### src/rtl/map_pkg.sv
// Shared tile-map definitions: sprite codes, field widths, map size defaults
// and the responder state encoding.
package map_pkg;
  localparam int COORD_W       = 5;
  localparam int SPRITE_W      = 3;
  localparam int DOTS_W        = 10;
  localparam int MAP_W_DEFAULT = 21;
  localparam int MAP_H_DEFAULT = 21;

  typedef logic [SPRITE_W-1:0] sprite_t;
  typedef logic [COORD_W-1:0]  coord_t;

  localparam sprite_t EMPTY = 3'b000;
  localparam sprite_t DOT   = 3'b001;
  localparam sprite_t WALL  = 3'b011;

  typedef enum logic [1:0] {INIT, IDLE, ACCESS, RESPOND} map_state_t;
endpackage

### src/rtl/map_responder_if.sv
// Tile-map request/response bundle between the movers (master) and the
// map responder (slave); per-client fields are packed side by side.
interface map_responder_if #(parameter int NUM_CLIENTS = 4);
  import map_pkg::*;

  logic [NUM_CLIENTS-1:0]          req;
  logic [NUM_CLIENTS-1:0]          we;
  logic [COORD_W*NUM_CLIENTS-1:0]  req_x;
  logic [COORD_W*NUM_CLIENTS-1:0]  req_y;
  logic [SPRITE_W*NUM_CLIENTS-1:0] wdata;
  logic [NUM_CLIENTS-1:0]          ack;
  sprite_t                         rdata;

  modport master (output req, we, req_x, req_y, wdata, input ack, rdata);
  modport slave  (input req, we, req_x, req_y, wdata, output ack, rdata);
endinterface

### src/rtl/map_tile_ram.sv
// Single-port tile store, one-cycle synchronous read, read-before-write.
module map_tile_ram
  import map_pkg::*;
#(
  parameter int DEPTH  = 441,
  parameter int ADDR_W = 9
) (
  input  logic              clock_50,
  input  logic [ADDR_W-1:0] addr,
  input  logic              wr_en,
  input  sprite_t           wr_data,
  output sprite_t           rd_data
);
  sprite_t mem [DEPTH];

  always_ff @(posedge clock_50) begin
    rd_data <= mem[addr];
    if (wr_en) mem[addr] <= wr_data;
  end
endmodule

### src/rtl/map_responder.sv
// Tile-map responder: round-robin arbiter over the movers, level init sweep,
// read/modify access to the tile RAM and remaining-dot bookkeeping.
//   state   | meaning
//   INIT    | sweeping walls/dots into the RAM, one tile per cycle
//   IDLE    | waiting for a request or a level restart
//   ACCESS  | RAM read of the granted tile in flight
//   RESPOND | ack + old tile value out, optional write applied
module map_responder
  import map_pkg::*;
#(
  parameter int NUM_CLIENTS = 4,
  parameter int MAP_W       = MAP_W_DEFAULT,
  parameter int MAP_H       = MAP_H_DEFAULT
) (
  input  logic                 clock_50,
  input  logic                 reset,
  input  logic                 level_restart,
  map_responder_if.slave       bus,
  output logic [DOTS_W-1:0]    dots_left,
  output logic                 all_dots_eaten,
  output logic                 is_ready
);
  localparam int DEPTH     = MAP_W * MAP_H;
  localparam int ADDR_W    = $clog2(DEPTH);
  localparam int CLI_W     = (NUM_CLIENTS > 1) ? $clog2(NUM_CLIENTS) : 1;
  localparam int INIT_DOTS = (MAP_W - 2) * (MAP_H - 2);
  localparam coord_t X_LAST = coord_t'(MAP_W - 1);
  localparam coord_t Y_LAST = coord_t'(MAP_H - 1);

  map_state_t              state;
  logic [CLI_W-1:0]        ptr;
  logic [ADDR_W-1:0]       lat_addr;
  logic                    lat_we;
  logic                    lat_oor;
  sprite_t                 lat_wdata;
  coord_t                  sweep_x;
  coord_t                  sweep_y;
  logic [ADDR_W-1:0]       sweep_addr;
  logic [NUM_CLIENTS-1:0]  ack_q;

  logic [CLI_W-1:0]  pick;
  coord_t            pick_x;
  coord_t            pick_y;
  logic              pick_oor;
  logic [ADDR_W-1:0] ram_addr;
  logic              ram_we;
  sprite_t           ram_wd;
  sprite_t           ram_rd;
  logic              border;

  // Search starts just past the last winner, so the last winner has lowest priority.
  always_comb begin
    pick = ptr;
    for (int i = NUM_CLIENTS; i >= 1; i--) begin
      if (bus.req[(int'(ptr) + i) % NUM_CLIENTS])
        pick = CLI_W'((int'(ptr) + i) % NUM_CLIENTS);
    end
  end

  assign pick_x   = bus.req_x[COORD_W*pick +: COORD_W];
  assign pick_y   = bus.req_y[COORD_W*pick +: COORD_W];
  assign pick_oor = (pick_x > X_LAST) || (pick_y > Y_LAST);
  assign border   = (sweep_x == '0) || (sweep_x == X_LAST) ||
                    (sweep_y == '0) || (sweep_y == Y_LAST);

  always_comb begin
    ram_addr = sweep_addr;
    ram_we   = 1'b0;
    ram_wd   = border ? WALL : DOT;
    case (state)
      INIT: ram_we = 1'b1;
      ACCESS, RESPOND: begin
        ram_addr = lat_addr;
        ram_wd   = lat_wdata;
        ram_we   = (state == RESPOND) && lat_we && !lat_oor;
      end
      default: ;
    endcase
  end

  map_tile_ram #(.DEPTH(DEPTH), .ADDR_W(ADDR_W)) u_ram (
    .clock_50 (clock_50),
    .addr     (ram_addr),
    .wr_en    (ram_we),
    .wr_data  (ram_wd),
    .rd_data  (ram_rd)
  );

  // Out-of-range tiles read as wall and are never written.
  assign bus.rdata      = (state == RESPOND) ? (lat_oor ? WALL : ram_rd) : EMPTY;
  assign bus.ack        = ack_q;
  assign all_dots_eaten = is_ready && (dots_left == '0);

  always_ff @(posedge clock_50 or posedge reset) begin
    if (reset) begin
      state      <= INIT;
      ptr        <= CLI_W'(NUM_CLIENTS - 1);
      lat_addr   <= '0;
      lat_we     <= 1'b0;
      lat_oor    <= 1'b0;
      lat_wdata  <= EMPTY;
      sweep_x    <= '0;
      sweep_y    <= '0;
      sweep_addr <= '0;
      ack_q      <= '0;
      dots_left  <= '0;
      is_ready   <= 1'b0;
    end else begin
      ack_q <= '0;
      case (state)
        INIT: begin
          sweep_addr <= sweep_addr + 1'b1;
          sweep_x    <= sweep_x + 1'b1;
          if (sweep_x == X_LAST) begin
            sweep_x <= '0;
            sweep_y <= sweep_y + 1'b1;
            if (sweep_y == Y_LAST) begin
              sweep_y    <= '0;
              sweep_addr <= '0;
              dots_left  <= DOTS_W'(INIT_DOTS);
              is_ready   <= 1'b1;
              state      <= IDLE;
            end
          end
        end
        IDLE: begin
          if (level_restart) begin
            is_ready   <= 1'b0;
            dots_left  <= '0;
            sweep_x    <= '0;
            sweep_y    <= '0;
            sweep_addr <= '0;
            state      <= INIT;
          end else if (|bus.req) begin
            ptr       <= pick;
            lat_we    <= bus.we[pick];
            lat_wdata <= bus.wdata[SPRITE_W*pick +: SPRITE_W];
            lat_oor   <= pick_oor;
            lat_addr  <= pick_oor ? '0 : ADDR_W'(int'(pick_y) * MAP_W + int'(pick_x));
            state     <= ACCESS;
          end
        end
        ACCESS: begin
          ack_q <= NUM_CLIENTS'(1) << ptr;
          state <= RESPOND;
        end
        RESPOND: begin
          if (ram_we) begin
            if (ram_rd == DOT && lat_wdata != DOT && dots_left != '0)
              dots_left <= dots_left - 1'b1;
            else if (ram_rd != DOT && lat_wdata == DOT && dots_left != '1)
              dots_left <= dots_left + 1'b1;
          end
          state <= IDLE;
        end
        default: state <= INIT;
      endcase
    end
  end
endmodule
### src/flat_wrapper.sv
// flat-port wrapper written by rule: the top's interface ports become plain ports
module map_responder_flat import map_pkg::*;
#(
  parameter int NUM_CLIENTS = 4,
  parameter int MAP_W       = MAP_W_DEFAULT,
  parameter int MAP_H       = MAP_H_DEFAULT
)
  (clock_50, reset, level_restart, dots_left, all_dots_eaten, is_ready, bus_req, bus_we, bus_req_x, bus_req_y, bus_wdata, bus_ack, bus_rdata);
  map_responder_if #(.NUM_CLIENTS(NUM_CLIENTS)) bus_i ();
  input  logic clock_50;
  input  logic reset;
  input  logic level_restart;
  output logic [DOTS_W-1:0] dots_left;
  output logic all_dots_eaten;
  output logic is_ready;
  input wire logic [$bits(bus_i.req)-1:0] bus_req;
  input wire logic [$bits(bus_i.we)-1:0] bus_we;
  input wire logic [$bits(bus_i.req_x)-1:0] bus_req_x;
  input wire logic [$bits(bus_i.req_y)-1:0] bus_req_y;
  input wire logic [$bits(bus_i.wdata)-1:0] bus_wdata;
  output wire logic [$bits(bus_i.ack)-1:0] bus_ack;
  output wire logic [$bits(bus_i.rdata)-1:0] bus_rdata;
  assign bus_i.req = bus_req;
  assign bus_i.we = bus_we;
  assign bus_i.req_x = bus_req_x;
  assign bus_i.req_y = bus_req_y;
  assign bus_i.wdata = bus_wdata;
  assign bus_ack = bus_i.ack;
  assign bus_rdata = bus_i.rdata;
  map_responder #(.NUM_CLIENTS(NUM_CLIENTS), .MAP_W(MAP_W), .MAP_H(MAP_H)) u_core (.clock_50(clock_50), .reset(reset), .level_restart(level_restart), .bus(bus_i), .dots_left(dots_left), .all_dots_eaten(all_dots_eaten), .is_ready(is_ready));
endmodule
### config.mk
export PLATFORM = sky130hd
export DESIGN_NAME = map_responder_flat
export DESIGN_NICKNAME = d
export VERILOG_FILES = /design/src/rtl/map_pkg.sv /design/src/rtl/map_responder_if.sv /design/src/rtl/map_tile_ram.sv /design/src/rtl/map_responder.sv /design/src/flat_wrapper.sv
export SDC_FILE = /design/constraint.sdc
export NUM_CORES = 2
export LEC_CHECK = 0
export CAP_MARGIN = 0
export CORE_MARGIN = 1
export CORE_UTILIZATION = 40
export DETAILED_ROUTE_END_ITERATION = 12
export PLACE_DENSITY_LB_ADDON = 0.12
export SYNTH_ARGS = -nofsm -noshare
export SYNTH_HDL_FRONTEND = slang
export SYNTH_HIERARCHICAL = 1
export SYNTH_SLANG_ARGS = --single-unit
### constraint.sdc
create_clock -name clock_50 -period 18.2 [get_ports clock_50]
set_clock_uncertainty 0.2 [all_clocks]
set_input_delay 5.46 -clock clock_50 [delete_from_list [all_inputs] [get_ports clock_50]]
set_output_delay 5.46 -clock clock_50 [all_outputs]
set_load 0.005 [all_outputs]
=== Yosys cells after proc, flatten, opt, wreduce, memory -nomap -nowiden ===
Memory sizes are Yosys's and may differ from the RTL's. A register that Yosys moved wholly into a read port is not among the register bits.
Cells that the tools add are included.

* Register bits after elaboration: 52
* Memory bits (writable): 1323
* Input bits: 63
* Output and inout port bits: 19
* Word-level logic and storage cells: 143
* Memories: 1

{| class="wikitable"
|+ Memories
! name !! depth !! width !! rd ports !! clocked after memory_dff !! wr ports !! line !! text
|-
| u_core.u_ram.mem || 441 || 3 || 1 || 1 || 1 || map_tile_ram.sv:14 || <nowiki>sprite_t mem [DEPTH];</nowiki>
|}

* $add $sub $neg: 10
* Multiply operators: 3
* Order comparisons: 7
* Equality and inequality tests: 16
* Shift operators: 4
* Multiplexer cells: 54
* Bitwise gates (word level): 5
* Reductions and logical operators: 31

{| class="wikitable"
|+ Operator list
! cell !! count
|-
| 10-bit 2-to-1 mux || 6
|-
| 9-bit 2-to-1 mux || 5
|-
| 20-bit by 6-bit variable part select with 5-bit output || 2
|-
| 10-bit case mux with 3 select lines || 1
|-
| 5-bit 2-to-1 mux || 4
|-
| 5-bit case mux with 2 select lines || 2
|-
| 2-bit 2-to-1 mux || 9
|-
| 9-bit case mux with 2 select lines || 1
|-
| 3-bit by 4-bit less-than comparator with 1-bit output, second input constant || 4
|-
| 1-bit 2-to-1 mux || 14
|-
| 12-bit by 5-bit variable part select with 3-bit output || 1
|-
| 10-bit by 1-bit adder with 10-bit output, second input constant || 1
|-
| 5-bit by 1-bit adder with 5-bit output, second input constant || 2
|-
| 1-bit binary-select mux with 2-bit select || 5
|-
| 5-bit == test, second input constant || 2
|-
| 5-bit greater-than comparator, second input constant || 2
|-
| 10-bit logical NOT || 1
|-
| 5-bit logical NOT || 2
|-
| 10-bit inequality test, second input constant || 1
|-
| 10-bit nonzero test || 1
|-
| 2-bit OR reduction || 5
|-
| 10-bit by 1-bit subtractor with 10-bit output, second input constant || 1
|-
| 9-bit by 1-bit adder with 9-bit output, second input constant || 1
|-
| 9-bit by 6-bit adder with 9-bit output || 1
|-
| other kinds (32) || 56
|}

=== Logic depth before layout (Yosys ltp) ===
* Word-level depth: 15
* Mapped depth: 24
* Gate-level depth less buffers: 21

=== By module ===
Netlist, hierarchy kept.

{| class="wikitable"
|+ By module, submodules not included
! module !! times used !! cells an instance !! area each (µm²) !! seq. area each (µm²)
|-
| map_tile_ram || 1 || 2829 || 52959.5 || 39788.2
|-
| map_responder || 1 || 456 || 4377.9 || 1303.8
|}

=== Worst setup path after synthesis ===
No wires, ideal clock.

* Kind: reg-to-reg
* Start: reg u_core.state[0]
* End: mem u_core/u_ram/mem[0][1] in the netlist's numbering (data pin)
* Library setup time: 2.570 ns
* Arrival time: 13.208 ns
* Data required time: 15.430 ns
* Setup slack: 2.222 ns
* Stages on the path, launching flop included: 7
* Buffers on the path: 2
* Period minus slack after synthesis: 15.978 ns
* Path through: dfrtp_1 -> ha_1 -> clkbuf_1 -> nor2_1 -> clkbuf_1 -> nor2_1 -> a21oi_1

* Word-level cells in the longest chain between the ends: 3
* Elaborated cells between the ends (all ways): 4
* Those cells by class: eq/ne (2); mux (1); reduce/logical (1)

{| class="wikitable"
|+ RTL lines
! element !! line !! text
|-
| start: declaration || map_responder.sv:30 || <nowiki>map_state_t state;</nowiki>
|-
| start signal: assignment || map_responder.sv:96 || <nowiki>state <= INIT;</nowiki>
|-
| start signal: assignment || map_responder.sv:122 || <nowiki>state <= IDLE;</nowiki>
|-
| start signal: assignment || map_responder.sv:133 || <nowiki>state <= INIT;</nowiki>
|-
| 2-bit == test || map_responder.sv:70 || <nowiki>case (state)</nowiki>
|-
| 2-bit OR reduction * || map_responder.sv:70 ||
|-
| 3-bit 2-to-1 mux * || map_responder.sv:70 ||
|-
| via u_core.ram_wd[1] || map_responder.sv:47 || <nowiki>sprite_t ram_wd;</nowiki>
|-
| end: declaration || map_tile_ram.sv:14 ||
|}

Mark *: on every way through the listed nets, which the timed path passes. The rest lies on a longest branch.

=== Final worst setup path ===
* Start: in bus_req[3]
* End: reg u_core.lat_addr[8]

* Word-level cells in the longest chain between the ends: 12
* Elaborated cells between the ends (all ways): 27
* Those cells by class: add/sub (1); mul (2); order compare (2); shift (2); mux (17); reduce/logical (3)

{| class="wikitable"
|+ RTL lines
! element !! line !! text
|-
| start: declaration || flat_wrapper.sv:16 || <nowiki>input wire logic [$bits(bus_i.req)-1:0] bus_req;</nowiki>
|-
| 1-bit binary-select mux with 2-bit select || map_responder.sv:55 || <nowiki>if (bus.req[(int'(ptr) + i) % NUM_CLIENTS])</nowiki>
|-
| 1-bit 2-to-1 mux (implied by the code) (2 in a row) || map_responder.sv:55 ||
|-
| 2-bit 2-to-1 mux (4 in a row) || map_responder.sv:55 ||
|-
| 3-bit by 2-bit multiplier with 5-bit output || map_responder.sv:60, map_responder.sv:61 ||
|-
| 20-bit by 6-bit variable part select with 5-bit output, on equally long branches || map_responder.sv:61, map_responder.sv:60 ||
|-
| 5-bit by 5-bit multiplier with 9-bit output / 5-bit greater-than comparator (equally long branches) || map_responder.sv:139, map_responder.sv:62 ||
|-
| 9-bit by 6-bit adder with 9-bit output / 1-bit logical OR (equally long branches) || map_responder.sv:139, map_responder.sv:62 ||
|-
| 9-bit 2-to-1 mux || map_responder.sv:139 || <nowiki>lat_addr <= pick_oor ? '0 : ADDR_W'(int'(pick_y) * MAP_W + int'(pick_x));</nowiki>
|-
| end signal: assignment || map_responder.sv:139 ||
|-
| end: declaration || map_responder.sv:32 || <nowiki>logic [ADDR_W-1:0] lat_addr;</nowiki>
|}

Parallel ways exist; a longest one is shown, timed or not. The select of a mux whose other input is x is not followed.
A chain may end at the register's enable or synchronous reset.

==> results.json <==
{
  "outcome": "completed",
  "r2r_setup_slack_ns": 11.14,
  "dp.cells": 5119,
  "dp_hpwl_um": 93800,
  "fin_crit_ns": 10.75,
  "synthesis.area_um2": 57300,
  "critPathLaunchType": "input port",
  "rsz0062_at_grt": "false",
  "hold_path_class": "register to register",
  "cp_slowest_stage_delay_ns": 0.84,
  "fin_cells": 5394,
  "critPathSlowestCell": "a211oi_4",
  "yosys_warnings": 6,
  "start_util": 0.404,
  "route.detailed.drc": 0,
  "hold_viol": 0,
  "synthCells": 3285,
  "synthesis.nets": 3396,
  "post_cts_resize_count": 0,
  "grt_pass1_vias": 32200,
  "wl_per_cell_um": 29.2,
  "slew_violations": 0,
  "synth_edf_count": 1323,
  "finalWorstSetupSlack_ns": 7.45,
  "vias": 31500,
  "io_pins": 82,
  "worst-setup-path-type": "input port to register",
  "crit_path_end_kind": "register",
  "drive_above_1_share": 0.189,
  "antenna_found_initial": 3,
  "required_ns": 18.66,
  "p_leak_nw": 21.9,
  "die_y_um": 381,
  "max_slew_margin": 0.123,
  "clk_pin_slew_ns": 0.06,
  "drt_wl_total_um": 157000,
  "post-place-ws_ns": 6.64,
  "cts_tree": "built",
  "final_nets": 3491,
  "synth_cell_type_count": 83,
  "final_antenna_net_count": 0,
  "drt_iter0_markers": 3084,
  "ys_seq_area_frac": 0.717,
  "ir_drop_mv": 0.0712,
  "setup_viol": 0,
  "grt_overflow_total": 0,
  "core_area_um2": 142000,
  "port_buffers": 81,
  "post-route-period-util": 0.591,
  "dieWidth_um": 381,
  "whs_path_depth": 1,
  "die_area_um2": 145000,
  "ys_ff_latch": 1378,
  "routed_via_density": 5.83,
  "worstPathMaxFanout": 13,
  "maxCapViolations": 0,
  "syn_area_per_cell_um2": 17.5,
  "drt-pass1-iter-count": 7,
  "htree_levels": 4,
  "hold_buffers": 0,
  "clock.fmax_mhz": 93.0,
  "track_usage": 0.217,
  "clock-sinks": 1378,
  "worst_pin_slew_ns": 1.31,
  "cts_setup_buffers": 0,
  "gp_congestion": 0.816,
  "clock_latency_ns": 0.78,
  "power_density_nw_per_um2": 99.9,
  "reg2regPathDepth": 15,
  "critPathArrivalTime_ns": 11.21,
  "fin_tns_setup_ns": 0,
  "crit_chain": "clkdlybuf4s50_1, o21bai_1, a32o_2, a211oi_4, mux4_1, ha_1, ha_1, fa_1, inv_1, fa_1, inv_1, a21o_1, a21oi_1, o21bai_1, a21oi_1, xnor2_1, xnor3_1, a22o_1",
  "synth_flop_cell": "edfxtp_1",
  "ctsLongestPathBuffers": 3,
  "cts_made_buffers": 149,
  "grt_max_degree": 230,
  "area_growth_pct": 13.5,
  "rows": 138,
  "synth_async_sr_flop_share": 0.0377,
  "grt_pass1_wl_um": 228000,
  "cts_root_buffer": "clkbuf_16"
}
synthesized netlist by cell type, types with 12 or more instances:
library cell | number | area [µm²]
a21oi_1 | 55 | 275
a221oi_1 | 21 | 184
a22o_1 | 17 | 149
a22oi_1 | 38 | 285
a31oi_1 | 15 | 93.8
and2_1 | 13 | 81.3
and3_1 | 12 | 75.1
buf_1 | 19 | 71.3
buf_2 | 67 | 335
buf_4 | 27 | 203
clkbuf_1 | 92 | 345
dfrtp_1 | 50 | 1250
edfxtp_1 | 1323 | 39700
ha_1 | 43 | 538
inv_1 | 44 | 165
mux2_2 | 30 | 338
mux2i_1 | 122 | 1220
mux4_2 | 304 | 6850
nand2_1 | 113 | 424
nand2b_1 | 13 | 81.3
nand3_1 | 47 | 235
nand4_1 | 12 | 75.1
nor2_1 | 497 | 1870
nor2b_1 | 19 | 119
nor3_1 | 22 | 110
o21ai_0 | 60 | 300
o22ai_1 | 28 | 175
xnor2_1 | 12 | 105
through the flow:
| step | utilization | instance area (µm²) | hold WS (ns) | power, mW |
|---|---|---|---|---|
| after floorplan | - | 57300 | 0.266 | 3.56 |
| after global placement | 0.425 | 60300 | 0.293 | 3.59 |
| after detailed placement | 0.425 | 60300 | 0.299 | 3.59 |
| after CTS | 0.458 | 65100 | 0.317 | 6.56 |
| after global routing | 0.458 | 65100 | 0.342 | 6.68 |
| final | 0.458 | 65100 | 0.307 | 6.50 |
critical path, delay by kind of cell:
kind,cells,cell delay (ns)
adder cells (fa/ha/maj),4,1.67
buffers and inverters,3,0.81
multiplexers,1,0.80
AO/OA/AOI/OAI,8,1.93
XOR/XNOR,2,0.52
layer usage:
layer  vias up  global-route usage  wire [µm]
li1      13300                   -          -
met1     16700               0.296      65300
met2      1247               0.354      76900
met3       256              0.0396      10800
met4         2              0.0666       4360
met5         -                   0         13
cell type report:
class / count / area, µm²
fillers: 12200 / 76900
clock inverters: 78 / 707
flip-flops and latches: 1378 / 41100
well taps: 1890 / 2360
clock buffers: 196 / 4090
inverters: 47 / 179
diodes: 1 / 2.50
multi-input cells: 1647 / 15200
repair buffers: 157 / 1420
final timing paths:
kind | to | from
max reg2reg | u_core/u_ram/rd_data[2] | u_core/state[0]
min reg2reg | u_core/lat_addr[5] | u_core/lat_addr[5]
max | u_core/lat_addr[8] | bus_req[3]
max in group asynchronous | u_core/lat_addr[4] | reset
min in group asynchronous | u_core/dots_left[0] | reset
min | u_core/lat_addr[5] | u_core/lat_addr[5]
report_power, final:
group	total (mW)	switching [mW]	leakage, nW	internal, mW
registers	3.42	0	13.7	3.42
logic	0.0972	0.0458	5.84	0.0514
clock network	2.98	1.24	2.35	1.74
total	6.50	1.28	21.9	5.22
cell families after synthesis:
group,after synthesis,share of synthesized area
compound gates,326,0.0396
xor+xnor,19,0.00314
buf+inv,260,0.0215
flops,1378,0.717
fa+ha+maj,48,0.0111
simple gates,792,0.0592
mux,462,0.149
registers in the layout, indices dropped and copies added, names as in the netlist, 4 cells and up:
name / count
u_core/dots_left: 10
u_core/sweep_x: 5
u_core/sweep_addr: 9
u_core/u_ram/mem: 1323
u_core/sweep_y: 5
u_core/bus.ack: 4
u_core/lat_addr: 9
cells in the final DEF, fill, tap and decap left out, types with 54 or more instances in the layout:
| master | count |
|---|---|
| clkdlybuf4s50_1 | 81 |
| nor2_1 | 496 |
| a21oi_1 | 54 |
| edfxtp_1 | 1323 |
| mux4_2 | 304 |
| mux2i_1 | 122 |
| o21ai_0 | 59 |
| clkbuf_16 | 156 |
| nand2_1 | 101 |
| buf_4 | 73 |
Power figures use the tool's default switching activity.
